--- src/rtl/count_seq_ctrl.sv ---
// Run/stop/clear sequencer for a 0..limit up-counter repeated for a programmed number of passes.
// Supports pause and abort, and reports wrap, busy, done and start errors.
module count_seq_ctrl #(
  parameter int unsigned WIDTH  = 4,
  parameter int unsigned PASS_W = 4
) (
  input  logic              clk,
  input  logic              reset,
  input  logic              start,
  input  logic [WIDTH-1:0]  limit,
  input  logic [PASS_W-1:0] passes,
  input  logic              pause,
  input  logic              abort,
  output logic [WIDTH-1:0]  count,
  output logic [PASS_W-1:0] pass_cnt,
  output logic              busy,
  output logic              paused,
  output logic              wrap,
  output logic              done,
  output logic              err
);

  typedef enum logic [1:0] {StIdle, StRun, StPaused, StDone} state_e;

  state_e            state_q, state_d;
  logic [WIDTH-1:0]  count_q, count_d;
  logic [WIDTH-1:0]  limit_q, limit_d;
  logic [PASS_W-1:0] pass_q, pass_d;
  logic [PASS_W-1:0] passes_q, passes_d;
  logic              err_q, err_d;
  logic              at_limit;
  logic [PASS_W-1:0] pass_inc;

  assign at_limit = (count_q == limit_q);
  assign pass_inc = pass_q + PASS_W'(1);

  always_ff @(posedge clk or posedge reset) begin
    if (reset) begin
      state_q <= StIdle;
    end else begin
      state_q <= state_d;
    end
  end

  always_ff @(posedge clk or posedge reset) begin
    if (reset) begin
      count_q  <= '0;
      limit_q  <= '0;
      pass_q   <= '0;
      passes_q <= '0;
      err_q    <= 1'b0;
    end else begin
      count_q  <= count_d;
      limit_q  <= limit_d;
      pass_q   <= pass_d;
      passes_q <= passes_d;
      err_q    <= err_d;
    end
  end

  always_comb begin
    state_d  = state_q;
    count_d  = count_q;
    limit_d  = limit_q;
    pass_d   = pass_q;
    passes_d = passes_q;
    err_d    = 1'b0;
    unique case (state_q)
      StIdle: begin
        if (start && !abort) begin
          if (passes != '0) begin
            limit_d  = limit;
            passes_d = passes;
            count_d  = '0;
            pass_d   = '0;
            state_d  = StRun;
          end else begin
            err_d = 1'b1;
          end
        end
      end
      StRun, StPaused: begin
        if (abort) begin
          count_d = '0;
          pass_d  = '0;
          state_d = StIdle;
        end else if (pause) begin
          state_d = StPaused;
        end else begin
          // The edge that leaves PAUSED also advances the count, so the pause
          // costs exactly as many cycles as pause was held.
          state_d = StRun;
          if (at_limit) begin
            count_d = '0;
            pass_d  = pass_inc;
            if (pass_inc == passes_q) begin
              state_d = StDone;
            end
          end else begin
            count_d = count_q + WIDTH'(1);
          end
        end
      end
      StDone: begin
        count_d = '0;
        if (abort) begin
          pass_d = '0;
        end
        state_d = StIdle;
      end
      default: state_d = StIdle;
    endcase
  end

  always_comb begin
    busy   = (state_q == StRun) || (state_q == StPaused);
    paused = (state_q == StPaused);
    done   = (state_q == StDone);
    wrap   = (state_q == StRun) && !pause && !abort && at_limit;
  end

  assign count    = count_q;
  assign pass_cnt = pass_q;
  assign err      = err_q;

endmodule

--- config.mk ---
export PLATFORM = sky130hd
export DESIGN_NAME = count_seq_ctrl
export DESIGN_NICKNAME = d
export VERILOG_FILES = /design/src/rtl/count_seq_ctrl.sv
export SDC_FILE = /design/constraint.sdc
export NUM_CORES = 1
export LEC_CHECK = 0
export CORE_MARGIN = 1.5
export CORE_UTILIZATION = 53
export CTS_CLUSTER_DIAMETER = 30
export DETAILED_ROUTE_END_ITERATION = 7
export PLACE_DENSITY = 0.88
export SLEW_MARGIN = 0
export SYNTH_ARGS = -nofsm -noshare
export SYNTH_HDL_FRONTEND = slang
export SYNTH_SLANG_ARGS = --single-unit
export TNS_END_PERCENT = 10
--- constraint.sdc ---
create_clock -name clk -period 4.6 [get_ports clk]
set_clock_uncertainty 0.1 [all_clocks]
set_input_delay 0.46 -clock clk [delete_from_list [all_inputs] [get_ports clk]]
set_output_delay 0.46 -clock clk [all_outputs]
set_load 0.1 [all_outputs]
; Word-level counts from Yosys, hierarchy flattened
; Index checks and enable logic that the tools add are counted.
[totals]
register_bits = 19
inputBits = 13
out_inout_bits = 13
word_cells = 53
[classes]
add_sub_neg = 2
eq_ne = 10
mux = 21
n_reduce_logical = 14
[op_table]
columns = cell, count
row1 = $mux W4, 9
row2 = $pmux W4 S3, 2
row3 = $mux W2, 6
row4 = $add A4 B1 Y4 const B, 2
row5 = $eq A4 B4 Y1, 2
row6 = $ne A2 B2 Y1 const B, 3
row7 = $ne A3 B3 Y1 const B, 2
row8 = $pmux W2 S3, 1
row9 = $reduce_and A3 Y1, 2
row10 = $reduce_and A5 Y1, 1
row11 = $eq A2 B2 Y1 const B, 2
row12 = $logic_and A1 B1 Y1, 4
row13 = $reduce_bool A4 Y1, 1
row14 = $mux W1, 3
row15 = $eq A2 B1 Y1 const B, 1
row16 = $logic_not A1 Y1, 2
row17 = $logic_not A2 Y1, 1
row18 = $reduce_and A2 Y1, 1
row19 = $reduce_or A2 Y1, 1
row20 = $logic_or A1 B1 Y1, 1

; Depth between registers and ports, before layout
; Gate-level depths: netlist of run 1.
[depth]
depth_word = 7
ltp_mapped = 7
ltp_nobuf = 6

; Worst setup path after synthesis of run 1
; Ideal clock, no wire load.
[synth_timing]
path_type = register to output
startpoint = reg count_q[1], in the netlist count[1]
endpoint = out wrap
arrival_time_ps = 2479
required_ps = 4040
path_slack_ps = 1561
path_stages_with_launch = 4
path_cell_list = dfrtp_1 xor2_1 nor4_2 and4b_1
[synth_via]
elab_chain_cells = 2
[synth_lines]
columns = item, line
row1 = from (decl), 26  ; logic [WIDTH-1:0] count_q, count_d;
row2 = from (signal assigned), 53  ; count_q <= count_d;
row3 = $eq A4 B4 Y1, 34  ; assign at_limit = (count_q == limit_q);
row4 = $logic_and A1 B1 Y1, 119  ; wrap = (state_q == StRun) && !pause && !abort && at_limit;
row5 = to (decl), 18  ; output logic wrap,
; Every way passes these cells.

; Worst setup path in the final report of run 1
[layout_timing]
startpoint = reg count_q[0], in the netlist count[0]
endpoint = out wrap
; The elaborated chain is that of the path after synthesis.

==> results of run 1 <==
==> kinds of logic after synthesis <==
kind of cell | count (synthesis) | synth area share [%]
simple gates | 28 | 16.6
mux | 8 | 7.79
flops | 19 | 41.1
buf+inv | 9 | 3.03
fa+ha+maj | 7 | 7.58
compound gates | 26 | 16.3
xor+xnor | 10 | 7.58
==> through the flow <==
stage / hold WS (ns) / cell area, um2 / utilization (%) / worst slack (ns)
CTS: 0.444 / 1460 / 72.9 / 1.22
detailed placement: 0.418 / 1430 / 71.5 / 1.57
floorplan: 0.311 / 1160 / - / 1.56
global route: 0.465 / 1460 / 72.9 / 1.16
global placement: 0.416 / 1430 / 71.5 / 1.61
finish: 0.440 / 1460 / 72.9 / 1.22
==> synthesized netlist by cell type <==
cell type  number
a21o_1          1
a21oi_1         4
a22o_1          1
a22o_2          1
a22oi_1         1
and3b_1         1
and4b_1         2
clkbuf_1        1
clkbuf_2        1
dfrtp_1        19
ha_1            7
inv_1           7
mux2_2          8
nand2_1         6
nand2b_1        3
nand3_1         4
nand4_1         1
nor2_1          3
nor2b_1         1
nor3_1          2
nor3b_4         1
nor4_1          1
nor4_2          1
nor4_4          1
o21a_1          1
o21ai_0         4
o21ai_1         3
o22ai_1         2
o311a_1         1
o311ai_1        2
o31ai_1         1
o41a_1          1
o41ai_1         2
o41ai_2         1
or3b_2          1
xnor2_1         4
xor2_1          6
==> report_power, final <==
| group | leakage, nW | switching, mW | internal (mW) |
|---|---|---|---|
| combinational | 0.365 | 0.349 | 0.174 |
| sequential | 0.244 | 0.0440 | 0.219 |
| clock | 0.0177 | 0.0537 | 0.0324 |
==> area by class of cell <==
type / count / area share, %
Clock inverter: 1 / 0.343
Clock buffer: 3 / 1.54
Sequential cell: 19 / 32.6
Tap cell: 27 / 2.32
Timing Repair Buffer: 25 / 17.2
Multi-Input combinational cell: 79 / 44.3
Inverter: 7 / 1.80
==> worst max-delay path: cells and delay by family (launching register included) <==
family                    cells  cell delay [ns]
and+or+nand+nor               2             0.72
buffers and inverters         1             1.12
xor gates and xnor gates      1             0.21
DFF                           1             0.47
==> flip-flops by register name, indices dropped and copies added, names as in the netlist <==
| signal | cells |
|---|---|
| count | 4 |
| limit_q | 4 |
| pass_cnt | 4 |
| passes_q | 4 |
| state_q | 2 |
| err | 1 |
==> per-layer routing <==
metal	part of all wire, %	vias to the layer above	routed length [um]
li1	-	447	-
met1	46	452	1110
met2	48	35	1170
met3	4.3	4	103
met4	1.7	0	40
met5	0	-	0
==> layout by cell type (no fill, tap or decap), drive strengths merged <==
cell type / synthesis / layout
xor2: 6 / 6
a21oi: 4 / 4
nand2: 6 / 6
ha: 7 / 7
clkbuf: 2 / 3
o41a: 1 / 1
nor2b: 1 / 1
o22ai: 2 / 2
and3b: 1 / 1
o41ai: 3 / 3
a22oi: 1 / 1
o31ai: 1 / 1
nor3b: 1 / 1
a22o: 2 / 2
nor3: 2 / 2
o21ai: 7 / 7
o21a: 1 / 1
dfrtp: 19 / 19
or3b: 1 / 1
inv: 7 / 7
nor2: 3 / 3
clkinv: 0 / 1
o311ai: 2 / 2
nand4: 1 / 1
xnor2: 4 / 4
nor4: 3 / 3
mux2: 8 / 8
nand3: 4 / 4
nand2b: 3 / 3
o311a: 1 / 1
and4b: 2 / 2
clkdlybuf4s50: 0 / 25
a21o: 1 / 1
==> worst min-delay path by stage <==
stage,from,endpoint,slack (ns),cells past startpoint
after floorplan,reset,count[0]$_DFFE_PP0P_,0.31,1
after global placement,passes_q[0]$_DFFE_PP0P_,passes_q[0]$_DFFE_PP0P_,0.42,1
after detailed placement,passes_q[3]$_DFFE_PP0P_,passes_q[3]$_DFFE_PP0P_,0.42,1
after CTS,passes_q[3]$_DFFE_PP0P_,passes_q[3]$_DFFE_PP0P_,0.44,1
after global routing,passes_q[2]$_DFFE_PP0P_,passes_q[2]$_DFFE_PP0P_,0.46,1
final,passes_q[3]$_DFFE_PP0P_,passes_q[3]$_DFFE_PP0P_,0.44,1
==> results.md, run 1 <==
* Met3 Usage GRT at 2.73%
* DRT Pass-1 Iters at 4
* Routability Congestion at 0.895
* Leak at 0.627 nW
* Synth Instances at 107
* Clk slew on worst S/H paths at 0.12 ns
* Largest net degree at the start of global routing at 20
* Filler Cells Inserted at 149
* Vias/cell at 5.83
* Slew headroom at 33.7%
* Worst-path fanout max at 6
* Busiest grt layer: met2
* Worst path required time at 4.04 ns
* CTS resizes at 0
* Register area share after synthesis at 41.1%
* CTS HTree Levels at 1
* Power Total at 0.873 mW
* FF-to-FF End: count[2]$_DFFE_PP0P_
* CORE AREA at 0.00200 mm2
* CP cell instances: xor2_1, nor4_2, and4b_1, clkdlybuf4s50_1
* HPWL Detailed at 1.87 mm
* Synth warn at 0
* Share of cells above drive strength 1 at 13.4%
* CTS tree: done
* Post-CTS setup buffers at 0
* Clock Tree Buf Depth at 2
* Post-Syn Nets at 127
* DP Cell Count at 157
* Final setup vio count at 0
* CTS Hold Bufs at 0
* Total track usage at 22.2%
* Via count at 938
* Die area at 0.00247 mm2
* Synth area leader: dfrtp_1
* Avg Cell Area, Syn at 10.8 um2
* Crit path capture type: output pin
* N_diodes at 0
* Reg2reg setup slack at 2.44 ns
* Grt met1 use at 29.0%
* RR Startpoint: state_q[0]$_DFFE_PP0P_
* Final hold vios at 0
* DRT iter0 DRCs at 23
* Die width at 49.7 um
* Max-cap viol count at 0
* Register area at 475 um2
* Hold WC Path Type: flop to flop
* IO Port Bufs at 25
* NumNets Final at 155
* Synth top area cells: dfrtp_1, mux2_2, ha_1, xor2_1, xnor2_1
* Crit start category: flop
* Per-cell routed wire length at 15.0 um
* Slowest cell on crit path: clkdlybuf4s50_1
* Synth Cell Area at 0.00116 mm2
* Initial antenna violation count at 0
* Row count at 16
* Worst-Margin Slew at 0.991 ns
* Residual DRC count at 0
* Max-slew violations at 0
* Area taken by multi-input logic gates at 646 um2
* Area Growth Syn to Fin at 26.2%
* Die height at 49.7 um
* Final Cycle Share at 73.5%
* TritonCTS Buffers at 3
* Clock period minus worst slack at 3.38 ns
* Worst setup path endpoint: wrap
* Setup crit start: count[0]$_DFFE_PP0P_
* PD cells at 599 mW/mm2
* Top Ports at 26
* Drt total wl at 2.42 mm
* Non-Filler Instances at 161
* Antenna-violating nets left at 0
* Grt met2 use at 35.8%
* Unrepaired setup endpoints after global routing: false
* Area fraction of the dominant cell type after synthesis at 41.1%
* Worst Reg-to-Reg Cells at 6
* Status: finished, final reports clean
* Setup TNS at 0 ns
* Slowest stage delay, CP at 1.12 ns
* Max Clk Rate at 0.296 GHz
* Crit path DAT at 2.82 ns
* Clk root buf: clkbuf_4
* GRT overflow at 0
* Peak VDD IR at 0.000568 V
* Crit path kind: flop to output pin
* First-pass GRT wire length at 4.20 mm
* Vias in the first global route at 918
* Initial Util at 57.8%
* Yosys cell types at 37
* Yosys reg bits at 19
* Clk sinks at 19
* Clk_lat worst skew at 0.30 ns
Power figures use the tool's default switching activity.
==> inputs of run 2 (changes only) <==
Settings changed: CORE_UTILIZATION 53 to 49, PLACE_DENSITY 0.88 to 0.82.
Clock period 4.6 ns to 3.4 ns, I/O delays scaled along.
==> results.md, run 2 (synthesis gave the netlist of run 1 again) <==
* Final setup vio count at 0
* Initial antenna violation count at 0
* Worst-Margin Slew at 0.975 ns
* Vias/cell at 5.68
* Per-cell routed wire length at 15.6 um
* CTS resizes at 0
* Routability Congestion at 0.901
* N_diodes at 0
* Sequential Power Share at 30.1%
* Unrepaired setup endpoints after global routing: false
* Max Clk Rate at 0.383 GHz
* PD cells at 816 mW/mm2
* DRT Pass-1 Iters at 4
* Setup TNS at 0 ns
* Top Ports at 26
* Residual DRC count at 0
* Clk sinks at 19
* Die width at 51.6 um
* NumNets Final at 155
* Drt total wl at 2.53 mm
* Final Cycle Share at 76.8%
* Sw frac at 51.7%
* DRT iter0 DRCs at 33
* First-pass GRT wire length at 4.33 mm
* Most common cell after layout, fill and taps aside: clkdlybuf4s50_1
* Largest net degree at the start of global routing at 20
* Total track usage at 22.0%
* RR Startpoint: state_q[0]$_DFFE_PP0P_
* Post-CTS setup buffers at 0
* Setup crit start: count[0]$_DFFE_PP0P_
* Peak VDD IR at 0.000543 V
* Worst-path fanout max at 6
* Clock Tree Buf Depth at 2
* Clock period minus worst slack at 2.61 ns
* Vias in the first global route at 938
* CORE AREA at 0.00221 mm2
* Final hold vios at 0
* Row count at 17
* Clk root buf: clkbuf_4
* CTS HTree Levels at 1
* Int Power at 0.571 mW
* Antenna-violating nets left at 0
* Clk_lat worst skew at 0.31 ns
* Sw Pwr at 0.612 mW
* Slew headroom at 34.8%
* Crit start category: flop
* Leak at 0.633 nW
* Max-slew violations at 0
* Die area at 0.00266 mm2
* Crit path kind: flop to output pin
* Area Growth Syn to Fin at 25.4%
* Max-cap viol count at 0
* Die height at 51.6 um
* Status: finished, final reports clean
* CTS tree: done
* Clk slew on worst S/H paths at 0.12 ns
* Initial Util at 52.3%
* Via count at 920
* Clock network power share at 10.2%
* Hold WC Path Type: input port to asynchronous set/reset pin
* Share of cells above drive strength 1 at 16.4%
* Most frequent cells in the layout: clkdlybuf4s50_1, dfrtp_1, mux2_2
* Worst path required time at 2.96 ns
* Placed cell areas at 0.00142 mm2
* HPWL Detailed at 1.87 mm
* IO Port Bufs at 25
* GRT overflow at 0
* TritonCTS Buffers at 3
* CTS Hold Bufs at 0
* Crit path capture type: output pin
* Crit path DAT at 2.17 ns
* Gate power share at 59.7%
* Final instance area at 0.00145 mm2
-- run 2: cell count changes in the layout (fill, tap and decap cells not counted), sizes merged --
cell,delta
buf,+4
clkdlybuf4s50,-4
-- run 2: final cells by class --
cell class	instances	area (um2)
Tap cell	28	35.0
Inverter	7	26.3
Multi-Input combinational cell	79	646
Clock buffer	3	22.5
Clock inverter	1	5.00
Timing Repair Buffer	25	240
Sequential cell	19	475
Fill cell	185	762
-- run 2: per-stage QoR --
stage | hold WS, ns | utilization (%) | power, mW | setup WS, ns | cells
floorplan | 0.191 | - | 0.917 | 0.481 | 107
global placement | 0.412 | 64.3 | 1.04 | 1.24 | 158
detailed placement | 0.419 | 64.3 | 1.06 | 1.18 | 158
CTS | 0.365 | 65.6 | 1.18 | 0.832 | 162
global route | 0.435 | 65.6 | 1.25 | 0.732 | 162
finish | 0.335 | 65.6 | 1.18 | 0.790 | 162
-- run 2: final timing paths --
kind | endpoint | slack, ns | cells past startpoint
min reg2reg | passes_q[3]$_DFFE_PP0P_ | 0.44 | 1
min in group clk | passes_q[3]$_DFFE_PP0P_ | 0.44 | 1
max in group asynchronous | state_q[0]$_DFFE_PP0P_ | 2.42 | 2
max reg2reg | count[2]$_DFFE_PP0P_ | 1.24 | 6
max | wrap | 0.79 | 4
min | passes_q[0]$_DFFE_PP0P_ | 0.34 | 2
-- run 2: power groups by stage --
stage / registers, mW / logic (mW) / clock network [mW]
after floorplan: 0.424 / 0.494 / 0
after global placement: 0.357 / 0.684 / 0
after detailed placement: 0.362 / 0.696 / 0
after CTS: 0.357 / 0.702 / 0.122
after global routing: 0.368 / 0.751 / 0.129
final: 0.356 / 0.706 / 0.121
-- run 2: worst max-delay path, stage by stage, from the launching register on --
cell and delay, ns:
dfrtp_1 0.47, xor2_1 0.21, nor4_2 0.58, and4b_1 0.29, buf_4 0.29
-- run 2: routing by layer --
metal	vias up	share of wire (%)	global-route usage (%)
met2	38	49	34.8
met4	0	1.3	10.1
met5	-	0	0
met3	4	4.9	2.59
li1	444	-	-
met1	434	45	30.2
==> inputs of run 3 (changes only) <==
Clock period 3.4 ns to 2.6 ns, I/O delays scaled along.
==> results.md, run 3 (synthesis gave the netlist of run 1 again) <==
* Antenna-violating nets left at 0
* IO Port Bufs at 25
* Residual DRC count at 0
* Crit start category: flop
* Max-cap viol count at 0
* Max Clk Rate at 0.412 GHz
* Area Growth Syn to Fin at 24.7%
* Busiest grt layer: met2
* CTS Hold Bufs at 0
* PD cells at 1070 mW/mm2
* Setup TNS at 0 ns
* Crit path kind: flop to output pin
* NumNets Final at 155
* Clk root buf: clkbuf_4
* Vias/cell at 5.87
* Row count at 17
* CTS HTree Levels at 1
* Clk slew on worst S/H paths at 0.11 ns
* Max-slew violations at 0
* Met3 Usage GRT at 3.16%
* Initial antenna violation count at 0
* Final Cycle Share at 93.3%
* Vias in the first global route at 908
* Final hold vios at 0
* Largest net degree at the start of global routing at 20
* Grt met2 use at 32.1%
* Most frequent cells in the layout: dfrtp_1, clkdlybuf4s50_1, buf_4
* DRT iter0 DRCs at 30
* TritonCTS Buffers at 3
* Clock period minus worst slack at 2.43 ns
* Via count at 951
* Crit path capture type: output pin
* Post-CTS setup buffers at 0
* N_diodes at 0
* Clock Tree Buf Depth at 2
* Die area at 0.00266 mm2
* Grt met1 use at 29.8%
* Hold WC Path Type: input port to asynchronous set/reset pin
* Slew headroom at 51.6%
* Initial Util at 52.3%
* Worst-Margin Slew at 0.726 ns
* Worst path required time at 2.24 ns
* CORE AREA at 0.00221 mm2
* First-pass GRT wire length at 4.09 mm
* HPWL Detailed at 1.89 mm
* Worst-path fanout max at 5
* Drt total wl at 2.51 mm
* Clk_lat worst skew at 0.31 ns
* Share of cells above drive strength 1 at 23.9%
* Most common cell after layout, fill and taps aside: dfrtp_1
* Leak at 0.654 nW
* Die height at 51.6 um
* Unrepaired setup endpoints after global routing: false
* Per-cell routed wire length at 15.5 um
* Final setup vio count at 0
* Clk sinks at 19
* Status: finished, final reports clean
* Hold WS at 0.252 ns
* Crit path DAT at 2.07 ns
* Total track usage at 20.9%
* GRT overflow at 0
* DRT Pass-1 Iters at 4
* Peak VDD IR at 0.000642 V
* Routability Congestion at 0.875
* Die width at 51.6 um
* Top Ports at 26
* CTS tree: done
* CTS resizes at 0
[run 3: changes by cell type in the layout (fill, tap and decap cells not counted), sizes merged]
cell           previous run  this run
buf                       4        13
clkdlybuf4s50            21        12
[run 3: power by group]
part / switching, mW / internal [mW]
clock network: 0.0984 / 0.0576
registers: 0.0764 / 0.388
logic: 0.619 / 0.300
total: 0.793 / 0.746
[run 3: layout make-up]
type / count / area (um2)
clock buffers: 3 / 22.5
clock inverters: 1 / 5.00
fillers: 186 / 771
inverters: 7 / 26.3
multi-input cells: 79 / 647
flip-flops and latches: 19 / 475
well taps: 28 / 35.0
repair buffers: 25 / 230
[run 3: worst max-delay path, cell delays in order (launching register included)]
cell and delay, ns:
dfrtp_1 0.47, xor2_1 0.21, nor4_2 0.53, and4b_2 0.36
buf_12 0.18
[run 3: routing by layer]
metal,part of all wire [%],vias up
met5,0,-
met2,49,36
met3,5.4,8
li1,-,447
met1,44,460
met4,1.6,0
[run 3: worst paths after layout]
kind	startpoint	to	slack [ns]	depth (start not counted)
worst min register to register	passes_q[1]$_DFFE_PP0P_	passes_q[1]$_DFFE_PP0P_	0.44	1
min in group clk	passes_q[1]$_DFFE_PP0P_	passes_q[1]$_DFFE_PP0P_	0.44	1
max in group asynchronous	reset	passes_q[3]$_DFFE_PP0P_	1.69	2
worst max register to register	state_q[0]$_DFFE_PP0P_	count[2]$_DFFE_PP0P_	0.46	6
worst min-delay path	reset	limit_q[0]$_DFFE_PP0P_	0.25	2
worst max-delay path	count[1]$_DFFE_PP0P_	wrap	0.17	4
[run 3: per-stage QoR]
| step | area [um2] | setup WS [ns] | total power [mW] | utilization [%] | instances |
|---|---|---|---|---|---|
| after floorplan | 1160 | 0.0169 | 1.20 | - | 107 |
| after global placement | 1410 | 0.539 | 1.36 | 63.9 | 158 |
| after detailed placement | 1410 | 0.489 | 1.38 | 63.9 | 158 |
| after CTS | 1440 | 0.197 | 1.54 | 65.2 | 162 |
| after global routing | 1440 | 0.0502 | 1.63 | 65.2 | 162 |
| final | 1440 | 0.174 | 1.54 | 65.2 | 162 |
